## config.mk

```make
export PLATFORM = sky130hd
export DESIGN_NAME = alu_group_sequencer
export DESIGN_NICKNAME = d
export VERILOG_FILES = /design/src/rtl/alu_group_sequencer_pkg.sv /design/src/rtl/alu_group_field_decode.sv /design/src/rtl/alu_group_sequencer.sv
export SDC_FILE = /design/constraint.sdc
export NUM_CORES = 1
export LEC_CHECK = 0
export CORE_MARGIN = 2
export CORE_UTILIZATION = 45
export CTS_BUF_LIST = sky130_fd_sc_hd__clkbuf_2
export DETAILED_ROUTE_END_ITERATION = 8
export GPL_TIMING_DRIVEN = 0
export PLACE_DENSITY_LB_ADDON = 0.25
export SLEW_MARGIN = 20
export SYNTH_ARGS = -nofsm -noshare
export SYNTH_HDL_FRONTEND = slang
export SYNTH_HIERARCHICAL = 1
export SYNTH_SLANG_ARGS = --single-unit
```

## constraint.sdc

```tcl
create_clock -name CLK -period 2.3 [get_ports CLK]
set_input_delay 0.23 -clock CLK [delete_from_list [all_inputs] [get_ports CLK]]
set_output_delay 0.23 -clock CLK [all_outputs]
set_load 0.1 [all_outputs]
```

## src/rtl/alu_group_sequencer_pkg.sv

```systemverilog
// rtl/alu_group_sequencer_pkg.sv - shared codes for the ALU-group decoder/sequencer (ALU_MULTICYCLE_EN adds MC_WAIT)
package alu_group_sequencer_pkg;

    // Instruction group field value for ALU instructions
    localparam logic [1:0] GPF_ALU = 2'b11;

    // ARGF operand-mode codes
    localparam logic [1:0] MODE_ALU_RR = 2'b00;
    localparam logic [1:0] MODE_ALU_U4 = 2'b01;
    localparam logic [1:0] MODE_ALU_U8 = 2'b10;
    localparam logic [1:0] MODE_ALU_S8 = 2'b11;

    // ARGB value that turns a U4 form into a 16-bit long-immediate form
    localparam logic [3:0] LONG_IMM_MARK = 4'hF;

    // ALU operation that leaves condition codes untouched
    localparam logic [3:0] ALU_OPX_MOV = 4'h0;

    // ALU A source selectors
    localparam logic [2:0] ALUA_SRCX_REG_A = 3'd0;

    // ALU B source selectors
    localparam logic [2:0] ALUB_SRCX_REG_B = 3'd0;
    localparam logic [2:0] ALUB_SRCX_U4    = 3'd1;
    localparam logic [2:0] ALUB_SRCX_U8    = 3'd2;
    localparam logic [2:0] ALUB_SRCX_S8    = 3'd3;
    localparam logic [2:0] ALUB_SRCX_IMM16 = 3'd4;

    // Register-file sequence selectors
    localparam logic [2:0] REG_SEQX_NONE    = 3'd0;
    localparam logic [2:0] REG_SEQX_LDA_RDB = 3'd1;
    localparam logic [2:0] REG_SEQX_LDA_IMM = 3'd2;

    // Register address sources
    localparam logic [1:0] REGA_ADDRX_ARGA = 2'd0;
    localparam logic [1:0] REGA_ADDRX_RA   = 2'd1;
    localparam logic [2:0] REGB_ADDRX_ARGB = 3'd0;
    localparam logic [2:0] REGB_ADDRX_RB   = 3'd1;

    // Sequencer state codes
    localparam logic [2:0] ALUSEQ_ST_IDLE     = 3'd0;
    localparam logic [2:0] ALUSEQ_ST_DECODE   = 3'd1;
    localparam logic [2:0] ALUSEQ_ST_IMM_WAIT = 3'd2;
    localparam logic [2:0] ALUSEQ_ST_EXECUTE  = 3'd3;
    localparam logic [2:0] ALUSEQ_ST_COMMIT   = 3'd4;
    localparam logic [2:0] ALUSEQ_ST_MC_WAIT  = 3'd5;

    typedef enum logic [2:0] {
        ST_IDLE     = ALUSEQ_ST_IDLE,
        ST_DECODE   = ALUSEQ_ST_DECODE,
        ST_IMM_WAIT = ALUSEQ_ST_IMM_WAIT,
        ST_EXECUTE  = ALUSEQ_ST_EXECUTE,
        ST_COMMIT   = ALUSEQ_ST_COMMIT
`ifdef ALU_MULTICYCLE_EN
        , ST_MC_WAIT = ALUSEQ_ST_MC_WAIT
`endif
    } alu_seq_state_t;

endpackage

```

## src/rtl/alu_group_field_decode.sv

```systemverilog
// rtl/alu_group_field_decode.sv - combinational ARGF/ARGB to control-word map
module alu_group_field_decode
    import alu_group_sequencer_pkg::*;
#(
    parameter int ARG_W = 4,
    parameter int SRC_W = 3
) (
    input  logic [1:0]       argf,
    input  logic [ARG_W-1:0] argb,
    output logic [SRC_W-1:0] alua_src,
    output logic [SRC_W-1:0] alub_src,
    output logic [2:0]       reg_seq,
    output logic [1:0]       rega_addr,
    output logic [2:0]       regb_addr,
    output logic             long_imm
);

    // Operand mode to source/sequence selection; address sources default to the raw fields
    always_comb begin
        alua_src  = SRC_W'(ALUA_SRCX_REG_A);
        alub_src  = SRC_W'(ALUB_SRCX_REG_B);
        reg_seq   = REG_SEQX_LDA_IMM;
        rega_addr = REGA_ADDRX_ARGA;
        regb_addr = REGB_ADDRX_ARGB;
        long_imm  = 1'b0;
        case (argf)
            MODE_ALU_RR: begin
                reg_seq = REG_SEQX_LDA_RDB;
            end
            MODE_ALU_U4: begin
                if (argb == ARG_W'(LONG_IMM_MARK)) begin
                    alub_src = SRC_W'(ALUB_SRCX_IMM16);
                    long_imm = 1'b1;
                end else begin
                    alub_src = SRC_W'(ALUB_SRCX_U4);
                end
            end
            MODE_ALU_U8: begin
                rega_addr = REGA_ADDRX_RA;
                alub_src  = SRC_W'(ALUB_SRCX_U8);
            end
            default: begin
                rega_addr = REGA_ADDRX_RA;
                regb_addr = REGB_ADDRX_RB;
                alub_src  = SRC_W'(ALUB_SRCX_S8);
            end
        endcase
    end

endmodule

```

## src/rtl/alu_group_sequencer.sv

```systemverilog
// rtl/alu_group_sequencer.sv - registered ALU-group decoder and DECODE/EXECUTE/COMMIT sequencer (optional ALU_MULTICYCLE_EN)
module alu_group_sequencer
    import alu_group_sequencer_pkg::*;
#(
    parameter int INSTR_W = 16,
    parameter int OPX_W   = 4,
    parameter int ARG_W   = 4,
    parameter int SRC_W   = 3
`ifdef ALU_MULTICYCLE_EN
    , parameter int MC_MAX = 15
`endif
) (
    input  logic               CLK,
    input  logic               RESET,
    input  logic               INSTR_VALID,
    input  logic [INSTR_W-1:0] INSTRUCTION,
    output logic               INSTR_READY,
    output logic               IMM_REQ,
    input  logic               IMM_VALID,
    input  logic [INSTR_W-1:0] IMM_DATA,
    output logic [OPX_W-1:0]   ALU_OPX,
    output logic [ARG_W-1:0]   ARGA_X,
    output logic [ARG_W-1:0]   ARGB_X,
    output logic [INSTR_W-1:0] IMM_X,
    output logic [SRC_W-1:0]   ALUA_SRCX,
    output logic [SRC_W-1:0]   ALUB_SRCX,
    output logic [2:0]         REG_SEQX,
    output logic [1:0]         REGA_ADDRX,
    output logic [2:0]         REGB_ADDRX,
    output logic               EXEC_STB,
    output logic               COMMIT_STB,
    output logic               CCL_LD,
    output logic               ILLEGAL
`ifdef ALU_MULTICYCLE_EN
    , input  logic             ALU_BUSY,
    output logic               ALU_TIMEOUT
`endif
);

    // Instruction layout: GPF | OPX | ARGF | ARGA | ARGB, MSB to LSB
    logic [1:0]       gpf;
    logic [OPX_W-1:0] opx;
    logic [1:0]       argf;
    logic [ARG_W-1:0] arga;
    logic [ARG_W-1:0] argb;

    assign gpf  = INSTRUCTION[INSTR_W-1 -: 2];
    assign opx  = INSTRUCTION[INSTR_W-3 -: OPX_W];
    assign argf = INSTRUCTION[2*ARG_W +: 2];
    assign arga = INSTRUCTION[ARG_W +: ARG_W];
    assign argb = INSTRUCTION[0 +: ARG_W];

    logic [SRC_W-1:0] dec_alua;
    logic [SRC_W-1:0] dec_alub;
    logic [2:0]       dec_seq;
    logic [1:0]       dec_rega;
    logic [2:0]       dec_regb;
    logic             dec_long;

    alu_group_field_decode #(
        .ARG_W (ARG_W),
        .SRC_W (SRC_W)
    ) u_field_decode (
        .argf      (argf),
        .argb      (argb),
        .alua_src  (dec_alua),
        .alub_src  (dec_alub),
        .reg_seq   (dec_seq),
        .rega_addr (dec_rega),
        .regb_addr (dec_regb),
        .long_imm  (dec_long)
    );

    alu_seq_state_t state;
    logic           long_imm_q;

`ifdef ALU_MULTICYCLE_EN
    localparam int MC_CNT_W = $clog2(MC_MAX + 1);
    logic [MC_CNT_W-1:0] mc_cnt;
`endif

    // Sequencer: state, captured control words and all strobes are registered here
    always_ff @(posedge CLK or negedge RESET) begin
        if (!RESET) begin
            state       <= ST_IDLE;
            long_imm_q  <= 1'b0;
            INSTR_READY <= 1'b1;
            IMM_REQ     <= 1'b0;
            ALU_OPX     <= '0;
            ARGA_X      <= '0;
            ARGB_X      <= '0;
            IMM_X       <= '0;
            ALUA_SRCX   <= SRC_W'(ALUA_SRCX_REG_A);
            ALUB_SRCX   <= SRC_W'(ALUB_SRCX_REG_B);
            REG_SEQX    <= REG_SEQX_NONE;
            REGA_ADDRX  <= REGA_ADDRX_ARGA;
            REGB_ADDRX  <= REGB_ADDRX_ARGB;
            EXEC_STB    <= 1'b0;
            COMMIT_STB  <= 1'b0;
            CCL_LD      <= 1'b0;
            ILLEGAL     <= 1'b0;
`ifdef ALU_MULTICYCLE_EN
            mc_cnt      <= '0;
            ALU_TIMEOUT <= 1'b0;
`endif
        end else begin
            EXEC_STB   <= 1'b0;
            COMMIT_STB <= 1'b0;
            CCL_LD     <= 1'b0;
            ILLEGAL    <= 1'b0;
`ifdef ALU_MULTICYCLE_EN
            ALU_TIMEOUT <= 1'b0;
`endif
            case (state)
                ST_IDLE: begin
                    if (INSTR_VALID && INSTR_READY) begin
                        if (gpf == GPF_ALU) begin
                            ALU_OPX     <= opx;
                            ARGA_X      <= arga;
                            ARGB_X      <= argb;
                            ALUA_SRCX   <= dec_alua;
                            ALUB_SRCX   <= dec_alub;
                            REG_SEQX    <= dec_seq;
                            REGA_ADDRX  <= dec_rega;
                            REGB_ADDRX  <= dec_regb;
                            long_imm_q  <= dec_long;
                            INSTR_READY <= 1'b0;
                            state       <= ST_DECODE;
                        end else begin
                            // Foreign group word is consumed but leaves control words untouched
                            ILLEGAL <= 1'b1;
                        end
                    end
                end
                ST_DECODE: begin
                    if (long_imm_q) begin
                        IMM_REQ <= 1'b1;
                        state   <= ST_IMM_WAIT;
                    end else begin
                        EXEC_STB <= 1'b1;
                        state    <= ST_EXECUTE;
                    end
                end
                ST_IMM_WAIT: begin
                    if (IMM_VALID) begin
                        IMM_X    <= IMM_DATA;
                        IMM_REQ  <= 1'b0;
                        EXEC_STB <= 1'b1;
                        state    <= ST_EXECUTE;
                    end
                end
                ST_EXECUTE: begin
`ifdef ALU_MULTICYCLE_EN
                    if (ALU_BUSY) begin
                        mc_cnt <= '0;
                        state  <= ST_MC_WAIT;
                    end else begin
                        COMMIT_STB <= 1'b1;
                        CCL_LD     <= (ALU_OPX != OPX_W'(ALU_OPX_MOV));
                        state      <= ST_COMMIT;
                    end
`else
                    COMMIT_STB <= 1'b1;
                    CCL_LD     <= (ALU_OPX != OPX_W'(ALU_OPX_MOV));
                    state      <= ST_COMMIT;
`endif
                end
`ifdef ALU_MULTICYCLE_EN
                ST_MC_WAIT: begin
                    if (!ALU_BUSY) begin
                        COMMIT_STB <= 1'b1;
                        CCL_LD     <= (ALU_OPX != OPX_W'(ALU_OPX_MOV));
                        state      <= ST_COMMIT;
                    end else if (mc_cnt == MC_CNT_W'(MC_MAX - 1)) begin
                        // mc_cnt counts completed wait cycles, so this is the MC_MAX-th one
                        ALU_TIMEOUT <= 1'b1;
                        COMMIT_STB  <= 1'b1;
                        state       <= ST_COMMIT;
                    end else begin
                        mc_cnt <= mc_cnt + 1'b1;
                    end
                end
`endif
                ST_COMMIT: begin
                    INSTR_READY <= 1'b1;
                    state       <= ST_IDLE;
                end
                default: begin
                    IMM_REQ     <= 1'b0;
                    INSTR_READY <= 1'b1;
                    state       <= ST_IDLE;
                end
            endcase
        end
    end

endmodule

```

==> results.md, run 1 <==
- DR WL met3: 402 um
- Clock sinks: 52
- Crit. End Element: primary output
- Sequential power share: 0.537
- Fillers: 356
- Top FF cell, synth: dfrtp_1
- Worst-Margin Slew: 1.013 ns
- Async SR Flop Fraction: 1.000
- Synthesis-to-layout area growth: 49.09%
- Status: finished clean
- LEAKAGE: 1.671 nW
- Arrival @ worst endpoint: 1.99 ns
- Max Fclk: 0.4499 GHz
- Slew Limit Fails: 0
- Max H-tree Level: 2
- Die height: 72.69 um
- Combinational Power Share: 0.143
- Top cells by area, synth: dfrtp_1 (60%), mux2_2 (23%), buf_4 (2.8%)
- Placer Congestion: 0.7306
- NumNets Final: 277
- EDFF count, synth: 0
- Placed inst area: 3039 um2
- Rows: 24
- Int Power: 0.001315 W
- CTS root buffer: clkbuf_2
- Worst setup SP type: flip-flop
- CTS tree: yes
- Utilization after layout: 0.7123
- Sw frac: 0.2460
- Starting density of the core: 0.4778
- Final hold viol count: 0
- Worst skew pair latency: 0.42 ns
- Register Area: 1303 um2
- # Post-CTS Setup Buffers: 0
- Number of global-route vias before repair: 1476
- GRT overflow: 0
- Peak VDD IR: 0.3528 mV
- RSZ-0062 raised after global routing: no
- Synth top area share: 0.6011
- Net Sw Power: 0.0004289 W
- WP data required: 2.07 ns
- Finished Cell Area: 3166 um2
- Post-Syn Area per Cell: 14.75 um2
- WL met1: 1.645 mm
- Unique cell type count in the Yosys netlist: 29
- Total Power: 0.001744 W
- Bufs and invs on worst path: 1
- CP top delay family: buffers and inverters
- PortBufs: 83
- Setup TNS after final layout: 0 ns
- Total global-route track usage: 0.1707
- Pin count of the biggest net entering global routing: 53
- Vias per cell: 4.935
- Crit path max-delay cell type: clkdlybuf4s50_1
- Critical path cell sequence: clkdlybuf4s50_1
- Min-delay worst type: in2async
- Remaining DRCs: 0
- Pwr Density: 550.9 nW/um2
- Final setup viols: 0
- Final period util: 0.9664
- Multi-input gate area: 724.4 um2
- Worst reg2reg path startpoint: state[0]$_DFFE_PN0P_
- Width of the die: 72.69 um
- Cell Area, Synth: 2123 um2
- Clk buf depth: 2
- Clock transition at path regs: 0.24 ns
- Setup CP Type: reg2out
- ANT cells: 0
- Tmin final: 2.223 ns
- # Max-Cap Violations: 0
- Routed Antenna Nets: 0
- Routed WL: 4.186 mm
- Core ar.: 4444 um2
- TritonCTS Buffers: 5
- Worst clock skew: 0.01587 ns
- Vias: 1446
- Drt initial violations: 83
- Hpwl dp: 3.090 mm
- Highest Signal Layer: met4
- First-pass GRT wire length: 6.872 mm
- CP max stage delay: 1.16 ns
- Sequential fraction of the synthesis area: 0.6134
- CP max FO: 3
- Share of post-route cells with drive strength above 1: 0.2822
- Commonest cells in the netlist: dfrtp_1 (51), mux2_2 (43), buf_4 (8), nor2_1 (5)
- Crit path launch: ALU_OPX[3]$_DFFE_PN0P_
- Post-synthesis register bit count: 52
- Post-Syn Instances: 144
- WL/cell: 14.29 um
- Die footprint: 5284 um2
- Clock network power share: 0.319
- Biggest area consumer among synthesized cells: dfrtp_1
- Ports: 84
- Yosys warns: 6
- Most common cell in the netlist: dfrtp_1
- Initial antenna violation count: 0
- Metal2 WL: 2.057 mm
- Relative slew slack: 0.3227
- Drt first pass iters: 4
## cells in the final DEF, fill, tap and decap left out, types with 2 or more instances in the layout
master / synthesis / routed
clkbuf_2: 0 / 5
buf_6: 3 / 3
nand4_1: 2 / 2
dfrtp_1: 51 / 51
buf_4: 8 / 9
clkbuf_1: 2 / 2
a21oi_1: 4 / 4
bufinv_16: 0 / 2
nor2_1: 5 / 5
clkdlybuf4s50_1: 0 / 68
buf_2: 2 / 2
conb_1: 1 / 7
dlymetal6s2s_1: 0 / 13
mux2_2: 43 / 43
nor3b_1: 4 / 4
o21ai_0: 2 / 2
## timing repair
action / CTS / global route
hold endpoints to repair: 51 / 0
hold buffers: 1 / 0
endpoints found under the setup margin: 1 / 13
gates resized for setup: 1 / 13
## registers in the layout, indices dropped and copies added, names as in the netlist
name and cells:
REGB_ADDRX 3, COMMIT_STB 1, REGA_ADDRX 2, IMM_X 16, ALUB_SRCX 3, ARGB_X 4
EXEC_STB 1, IMM_REQ 1, state 3, ARGA_X 4, CCL_LD 1, REG_SEQX 3
ILLEGAL 1, ALUA_SRCX 3, long_imm_q 1, INSTR_READY 1, ALU_OPX 4
## final cells by class
| cell class | instances | area share |
|---|---|---|
| clock buffers | 5 | 0.007905 |
| multi-input cells | 81 | 0.2289 |
| inverters | 2 | 0.002372 |
| clock inverters | 2 | 0.01897 |
| repair buffers | 84 | 0.2747 |
| plain buffers | 15 | 0.03518 |
| well taps | 52 | 0.02055 |
| flip-flops and latches | 52 | 0.4115 |
## metrics by stage
stage | hold WS, ns | instances | setup WS, ns
detailed placement | 0.3065 | 285 | 0.3172
global route | 0.3238 | 293 | 0.0001885
global placement | 0.4888 | 285 | -0.5774
finish | 0.3325 | 293 | 0.07717
floorplan | -0.06559 | 150 | 0.3024
CTS | 0.3295 | 293 | 0.02718
## power groups by stage
stage / Clock (W) / Sequential (W) / Combinational [W]
floorplan: 0 / 0.00106 / 0.0000297
global placement: 0 / 0.000952 / 0.000249
detailed placement: 0 / 0.000953 / 0.000250
CTS: 0.000578 / 0.000938 / 0.000252
global route: 0.000619 / 0.000940 / 0.000263
finish: 0.000557 / 0.000937 / 0.000250
## logic make-up after synthesis
| logic type | share of synthesized area |
|---|---|
| AO/OA/AOI/OAI | 0.02652 |
| XOR/XNOR | 0.004126 |
| buffers and inverters | 0.05598 |
| flip-flops | 0.6134 |
| multiplexers | 0.2280 |
| other | 0.001766 |
| AND/OR/NAND/NOR | 0.07013 |
## metal layers
| metal | global-route usage | vias to the layer above |
|---|---|---|
| li1 | - | 677 |
| met1 | 0.2079 | 706 |
| met2 | 0.2707 | 55 |
| met3 | 0.07735 | 8 |
| met4 | 0.05761 | 0 |
| met5 | 0 | - |
## path summary, 6_finish.rpt
check	end	slack (ns)	cells past startpoint
setup / recovery	ALU_OPX[3]	0.08	1
hold / removal	REG_SEQX[0]$_DFFE_PN0P_	0.33	2
setup reg to reg	ARGA_X[2]$_DFFE_PN0P_	0.43	6
hold reg to reg	ARGA_X[3]$_DFFE_PN0P_	0.54	1
max in group asynchronous	IMM_X[8]$_DFFE_PN0P_	1.52	2
min in group CLK	IMM_X[5]$_DFFE_PN0P_	0.39	2
No activity file was read; power rests on OpenSTA's default activity.
==> run 2: changes to the inputs <==
PLACE_DENSITY = 0.89   (was not set)
PLACE_DENSITY_LB_ADDON = not set   (was 0.25)
==> run 2 against run 1 <==
  * First-iteration DRC count down 31%
  * Non-clock buffer count unchanged
  * Clock-buffer cell count unchanged
  * Critical path depth unchanged
  * Clock power down 39%
  * Register-to-register slack about the same
  * Setup slack better by 0.0083 ns
  * Global-route usage down 0.19 points
  * Sequential share of layout area up 0.75 points
==> results.md, run 2 (synthesized netlist as in run 1, its figures left out) <==
- Total global-route track usage: 0.1689 (-0.001869)
- Biggest register: IMM_X
- Total Power: 0.001528 W (-12%)
- GRT overflow: 0 (unchanged)
- WP data required: 2.07 ns (about the same)
- Clock sinks: 52 (unchanged)
- Arrival @ worst endpoint: 1.98 ns (about the same)
- Initial antenna violation count: 0 (unchanged)
- Placer Congestion: 0.7216 (-1.2%)
- Synthesis-to-layout area growth: 46.43%
- Remaining DRCs: 0 (unchanged)
- Rows: 24 (unchanged)
- Crit path max-delay cell type: clkdlybuf4s50_1
- Relative slew slack: 0.3347 (+0.01205)
- Peak VDD IR: 0.4170 mV (+18%)
- Setup slack, reg-to-reg: 0.43 ns (about the same)
- Slew Limit Fails: 0 (unchanged)
- # Post-CTS Setup Buffers: 0 (unchanged)
- Critical path cell sequence: clkdlybuf4s50_1
- Finished Cell Area: 3109 um2 (-1.8%)
- Die footprint: 5284 um2 (unchanged)
- RSZ-0062 raised after global routing: no
- Die height: 72.69 um (unchanged)
- Commonest cells after routing, fill and taps aside: clkdlybuf4s50_1 (72), dfrtp_1 (51), mux2_2 (43), buf_4 (9), dlymetal6s2s_1 (9)
- Setup CP Type: reg2out
- Tmin final: 2.215 ns (-0.008316 ns)
- Width of the die: 72.69 um (unchanged)
- Worst skew pair latency: 0.43 ns (about the same)
- Worst clock skew: 0.01544 ns (-0.0004248 ns)
- Core ar.: 4444 um2 (unchanged)
- Placed inst area: 3039 um2 (unchanged)
- PortBufs: 83 (unchanged)
- Drt first pass iters: 4 (unchanged)
- Final setup viols: 0 (unchanged)
- Worst reg2reg path startpoint: state[0]$_DFFE_PN0P_
- WL/cell: 13.90 um (-2.7%)
- Routed Antenna Nets: 0 (unchanged)
- Min-delay worst type: in2async
- Number of global-route vias before repair: 1483 (+0.47%)
- Bufs and invs on worst path: 1 (unchanged)
- Worst-Margin Slew: 0.9948 ns (-0.01801 ns)
- TritonCTS Buffers: 5 (unchanged)
- NumNets Final: 277 (unchanged)
- Max FFs per register: 16 (unchanged)
- Pin count of the biggest net entering global routing: 53 (unchanged)
- Fillers: 334 (-6.2%)
- ANT cells: 0 (unchanged)
- R2R depth: 6 (unchanged)
- First-pass GRT wire length: 6.762 mm (-1.6%)
- Reg-to-reg critical path endpoint: ALUA_SRCX[0]$_DFFE_PN0P_
- Vias per cell: 4.884 (-1.0%)
- Worst setup SP type: flip-flop
- Drt initial violations: 57 (-31%)
- Final period util: 0.9628 (-0.003616)
- Vias: 1436 (-0.69%)
- Share of post-route cells with drive strength above 1: 0.2810 (-0.001166)
- Routed WL: 4.088 mm (-2.3%)
- Crit. End Element: primary output
- CP top delay family: buffers and inverters
- # Max-Cap Violations: 0 (unchanged)
- Status: finished clean
- Commonest non-fill, non-tap cell in the layout: clkdlybuf4s50_1
- Clock transition at path regs: 0.24 ns (about the same)
- Max Fclk: 0.4516 GHz (+0.38%)
- Hpwl dp: 3.113 mm (+0.75%)
- LEAKAGE: 1.577 nW (-5.6%)
- CTS tree: yes
- CTS root buffer: clkbuf_2
- CP max FO: 2 (-1)
- CP max stage delay: 1.15 ns (about the same)
- Starting density of the core: 0.4778 (unchanged)
- Clk buf depth: 2 (unchanged)
- Pwr Density: 491.3 nW/um2 (-11%)
- Max H-tree Level: 2 (unchanged)
- Ports: 84 (unchanged)
- Final hold viol count: 0 (unchanged)
run 2: changes by cell type in the layout (fill, tap and decap cells not counted):
cell | before | now
clkdlybuf4s50_1 | 68 | 72
bufinv_16 | 2 | 0
clkinv_1 | 0 | 1
dlymetal6s2s_1 | 13 | 9
clkinv_2 | 0 | 2
run 2: layout make-up:
| cell class | instances | area (um2) | share of cell area |
|---|---|---|---|
| timing repair buffer | 84 | 859.6 | 0.2765 |
| multi-input combinational | 81 | 724.4 | 0.2330 |
| inverter | 2 | 7.507 | 0.002414 |
| tap | 52 | 65.06 | 0.02093 |
| sequential | 52 | 1303 | 0.4189 |
| clock inverter | 3 | 13.76 | 0.004427 |
| buffer | 15 | 111.4 | 0.03581 |
| clock buffer | 5 | 25.02 | 0.008048 |
run 2: stage by stage:
stage | TNS (ns) | hold slack, ns | std cells | setup slack, ns | util
final | 0 | 0.3220 | 294 | 0.08549 | 0.6996
after global routing | 0 | 0.3404 | 294 | 0.0002514 | 0.6996
after CTS | 0 | 0.3448 | 294 | 0.02852 | 0.6945
after detailed placement | 0 | 0.3057 | 285 | 0.3283 | 0.6838
after global placement | -27.05 | 0.4880 | 285 | -0.5327 | 0.6844
after floorplan | 0 | -0.06559 | 150 | 0.3024 | -
run 2: timing repair:
item / in CTS / in global routing
hold buffers: 1 / 0
gates resized for setup: 1 / 9
hold endpoints to repair: 51 / 0
setup endpoints to repair: 1 / 9
run 2: routing by layer:
metal,global-route usage,wire [um]
met1,0.1984,1635
met5,0,0
met2,0.2869,2102
met4,0.04938,49
met3,0.06630,301
run 2: worst max path at each step:
stage | start | depth (start not counted) | end | slack, ns
2_1_floorplan | INSTR_READY$_DFFE_PN1P_ | 5 | ALU_OPX[0]$_DFFE_PN0P_ | 0.30
3_3_place_gp | RESET | 1 | IMM_X[0]$_DFFE_PN0P_ | -0.53
3_5_place_dp | INSTR_VALID | 6 | REGB_ADDRX[2]$_DFFE_PN0P_ | 0.33
4_1_cts | ALU_OPX[2]$_DFFE_PN0P_ | 1 | ALU_OPX[2] | 0.03
5_1_grt | IMM_X[14]$_DFFE_PN0P_ | 1 | IMM_X[14] | 0.0003
6_report | ARGB_X[2]$_DFFE_PN0P_ | 1 | ARGB_X[2] | 0.09
run 2: where the power goes:
group	internal, W	total [W]	switching, W
registers	0.000930	0.000937	0.00000635
logic	0.0000979	0.000250	0.000152
clock network	0.0000683	0.000341	0.000273
==> run 3: changes to the inputs <==
CORE_UTILIZATION = 25   (was 45)
PLACE_DENSITY = 0.57   (was 0.89)
==> run 3 against run 2 <==
  * Via count shrank 0.63%
  * Combinational power is essentially flat
  * Utilization shrank 31 points
  * Fmax grew 0.40%
  * Non-clock buffer count is the same
  * Wire length grew 8.8%
  * Sequential share of layout area shrank 0.87 points
  * Setup slack gained 0.0087 ns
  * Clock power grew 6.5%
  * Final area grew 2.1%
  * Global-route usage shrank 6.9 points
  * Power grew 1.5%
==> results.md, run 3 (synthesized netlist as in run 1, its figures left out) <==
- TritonCTS Buffers: 5 (unchanged)
- Commonest non-fill, non-tap cell in the layout: clkdlybuf4s50_1
- Die height: 96.16 um (+32%)
- Min-delay worst type: in2async
- Worst skew pair latency: 0.43 ns (about the same)
- Width of the die: 96.16 um (+32%)
- Arrival @ worst endpoint: 1.98 ns (about the same)
- NumNets Final: 277 (unchanged)
- Worst reg2reg path startpoint: state[0]$_DFFE_PN0P_
- Relative slew slack: 0.3211 (-0.01367)
- Hold Slack: 0.3513 ns (+0.02932 ns)
- CP top delay family: buffers and inverters
- Clock transition at path regs: 0.26 ns (+0.02 ns)
- Clock sinks: 52 (unchanged)
- Peak VDD IR: 0.1747 mV (-58%)
- Bufs and invs on worst path: 1 (unchanged)
- RSZ-0062 raised after global routing: no
- Worst-Margin Slew: 1.015 ns (+0.02044 ns)
- Number of global-route vias before repair: 1421 (-4.2%)
- Max H-tree Level: 2 (unchanged)
- Initial antenna violation count: 0 (unchanged)
- Metal2 WL: 2.050 mm (-2.5%)
- Drt first pass iters: 3 (-1)
- Synthesis-to-layout area growth: 49.56%
- Share of post-route cells with drive strength above 1: 0.2810 (unchanged)
- Pwr Density: 488.3 nW/um2 (-0.61%)
- CP max stage delay: 1.14 ns (about the same)
- Slew Limit Fails: 0 (unchanged)
- # Post-CTS Setup Buffers: 0 (unchanged)
- Remaining DRCs: 0 (unchanged)
- WL/cell: 12.82 um (-7.8%)
- ANT cells: 0 (unchanged)
- Final setup viols: 0 (unchanged)
- Drt initial violations: 12 (-79%)
- Highest Signal Layer: met4
- Max FFs per register: 16 (unchanged)
- PortBufs: 83 (unchanged)
- Die footprint: 9247 um2 (+75%)
- Starting density of the core: 0.2584 (-0.2193)
- Total global-route track usage: 0.09975 (-0.06913)
- Crit path max-delay cell type: clkdlybuf4s50_1
- Vias per cell: 4.112 (-16%)
- Crit. End Element: primary output
- Commonest cells after routing, fill and taps aside: clkdlybuf4s50_1 (72), dfrtp_1 (51), mux2_2 (43), buf_4 (9), dlymetal6s2s_1 (9)
- GRT overflow: 0 (unchanged)
- Hpwl dp: 3.178 mm (+2.1%)
- WP data required: 2.07 ns (about the same)
- Final hold viol count: 0 (unchanged)
- CP max FO: 2 (unchanged)
- Pin count of the biggest net entering global routing: 53 (unchanged)
- # Max-Cap Violations: 0 (unchanged)
- Worst clock skew: 0.01897 ns (+0.003526 ns)
- Biggest register: IMM_X
- WL met1: 2.066 mm (+26%)
- CTS tree: yes
- Place WS: 0.2991 ns (-0.02924 ns)
- Ports: 84 (unchanged)
- Max Fclk: 0.4534 GHz (+0.40%)
- Fillers: 828 (+150%)
- CTS root buffer: clkbuf_2
- Routed WL: 4.449 mm (+8.8%)
- Critical path cell sequence: clkdlybuf4s50_1
- Final period util: 0.9590 (-0.003795)
- Rows: 33 (+38%)
- DR WL met3: 271 um (-10%)
- Tmin final: 2.206 ns (-0.008728 ns)
- LEAKAGE: 1.583 nW (+0.34%)
- Crit path launch: IMM_X[11]$_DFFE_PN0P_
- Core ar.: 8217 um2 (+85%)
- Vias: 1427 (-0.63%)
- Routed Antenna Nets: 0 (unchanged)
- Clk buf depth: 2 (unchanged)
- Setup CP Type: reg2out
- Placer Congestion: 0.6900 (-4.4%)
- Final critical-path setup slack: 0.09421 ns (+0.008728 ns)
- First-pass GRT wire length: 6.975 mm (+3.1%)
- Worst setup SP type: flip-flop
- Status: finished clean
[run 3: changes by cell type in the layout (fill, tap and decap cells not counted)]
cell,change
clkbuf_2,+2
clkinv_2,-2
[run 3: power by group]
| part | total (W) | internal, W | leakage [nW] | switching (W) |
|---|---|---|---|---|
| clock network | 0.000363 | 0.0000813 | 0.0306 | 0.000282 |
| registers | 0.000937 | 0.000931 | 0.701 | 0.00000684 |
| logic | 0.000250 | 0.0000979 | 0.851 | 0.000152 |
[run 3: stage by stage]
step	cell area [um2]	total power, W	TNS, ns	util	instances
floorplan	2146	0.001089	0	-	150
global placement	3108	0.001204	-37.98	0.3783	338
detailed placement	3105	0.001205	0	0.3780	338
CTS	3153	0.001583	0	0.3837	347
global route	3176	0.001625	0	0.3865	347
finish	3176	0.001551	0	0.3865	347
[run 3: final timing paths]
path	endpoint	slack (ns)	cells past startpoint
max in group asynchronous	long_imm_q$_DFFE_PN0P_	1.51	2
worst min register to register	REG_SEQX[0]$_DFFE_PN0P_	0.54	1
min in group CLK	IMM_X[10]$_DFFE_PN0P_	0.38	2
worst min-delay path	ALU_OPX[0]$_DFFE_PN0P_	0.35	2
worst max-delay path	IMM_X[11]	0.09	1
worst max register to register	ARGA_X[1]$_DFFE_PN0P_	0.43	6
[run 3: cell type report]
type                       instances  area (um2)  share of cell area
multi-input combinational         81       724.4              0.2281
tap                              105       131.4             0.04137
timing repair buffer              84       859.6              0.2707
clock buffer                       7       35.03             0.01103
inverter                           2       7.507            0.002364
clock inverter                     1       3.754            0.001182
buffer                            15       111.4             0.03507
sequential                        52        1303              0.4102
[run 3: routing by layer]
| metal | up-vias | global-route usage |
|---|---|---|
| met4 | 0 | 0.03571 |
| li1 | 680 | - |
| met2 | 40 | 0.1528 |
| met1 | 699 | 0.1324 |
| met5 | - | 0 |
| met3 | 8 | 0.03132 |
[run 3: timing repair]
action	4_1_cts	5_1_grt
resized for setup	1	9
setup endpoints to repair	1	9
hold buffers	1	0
endpoints found under the hold margin	51	0
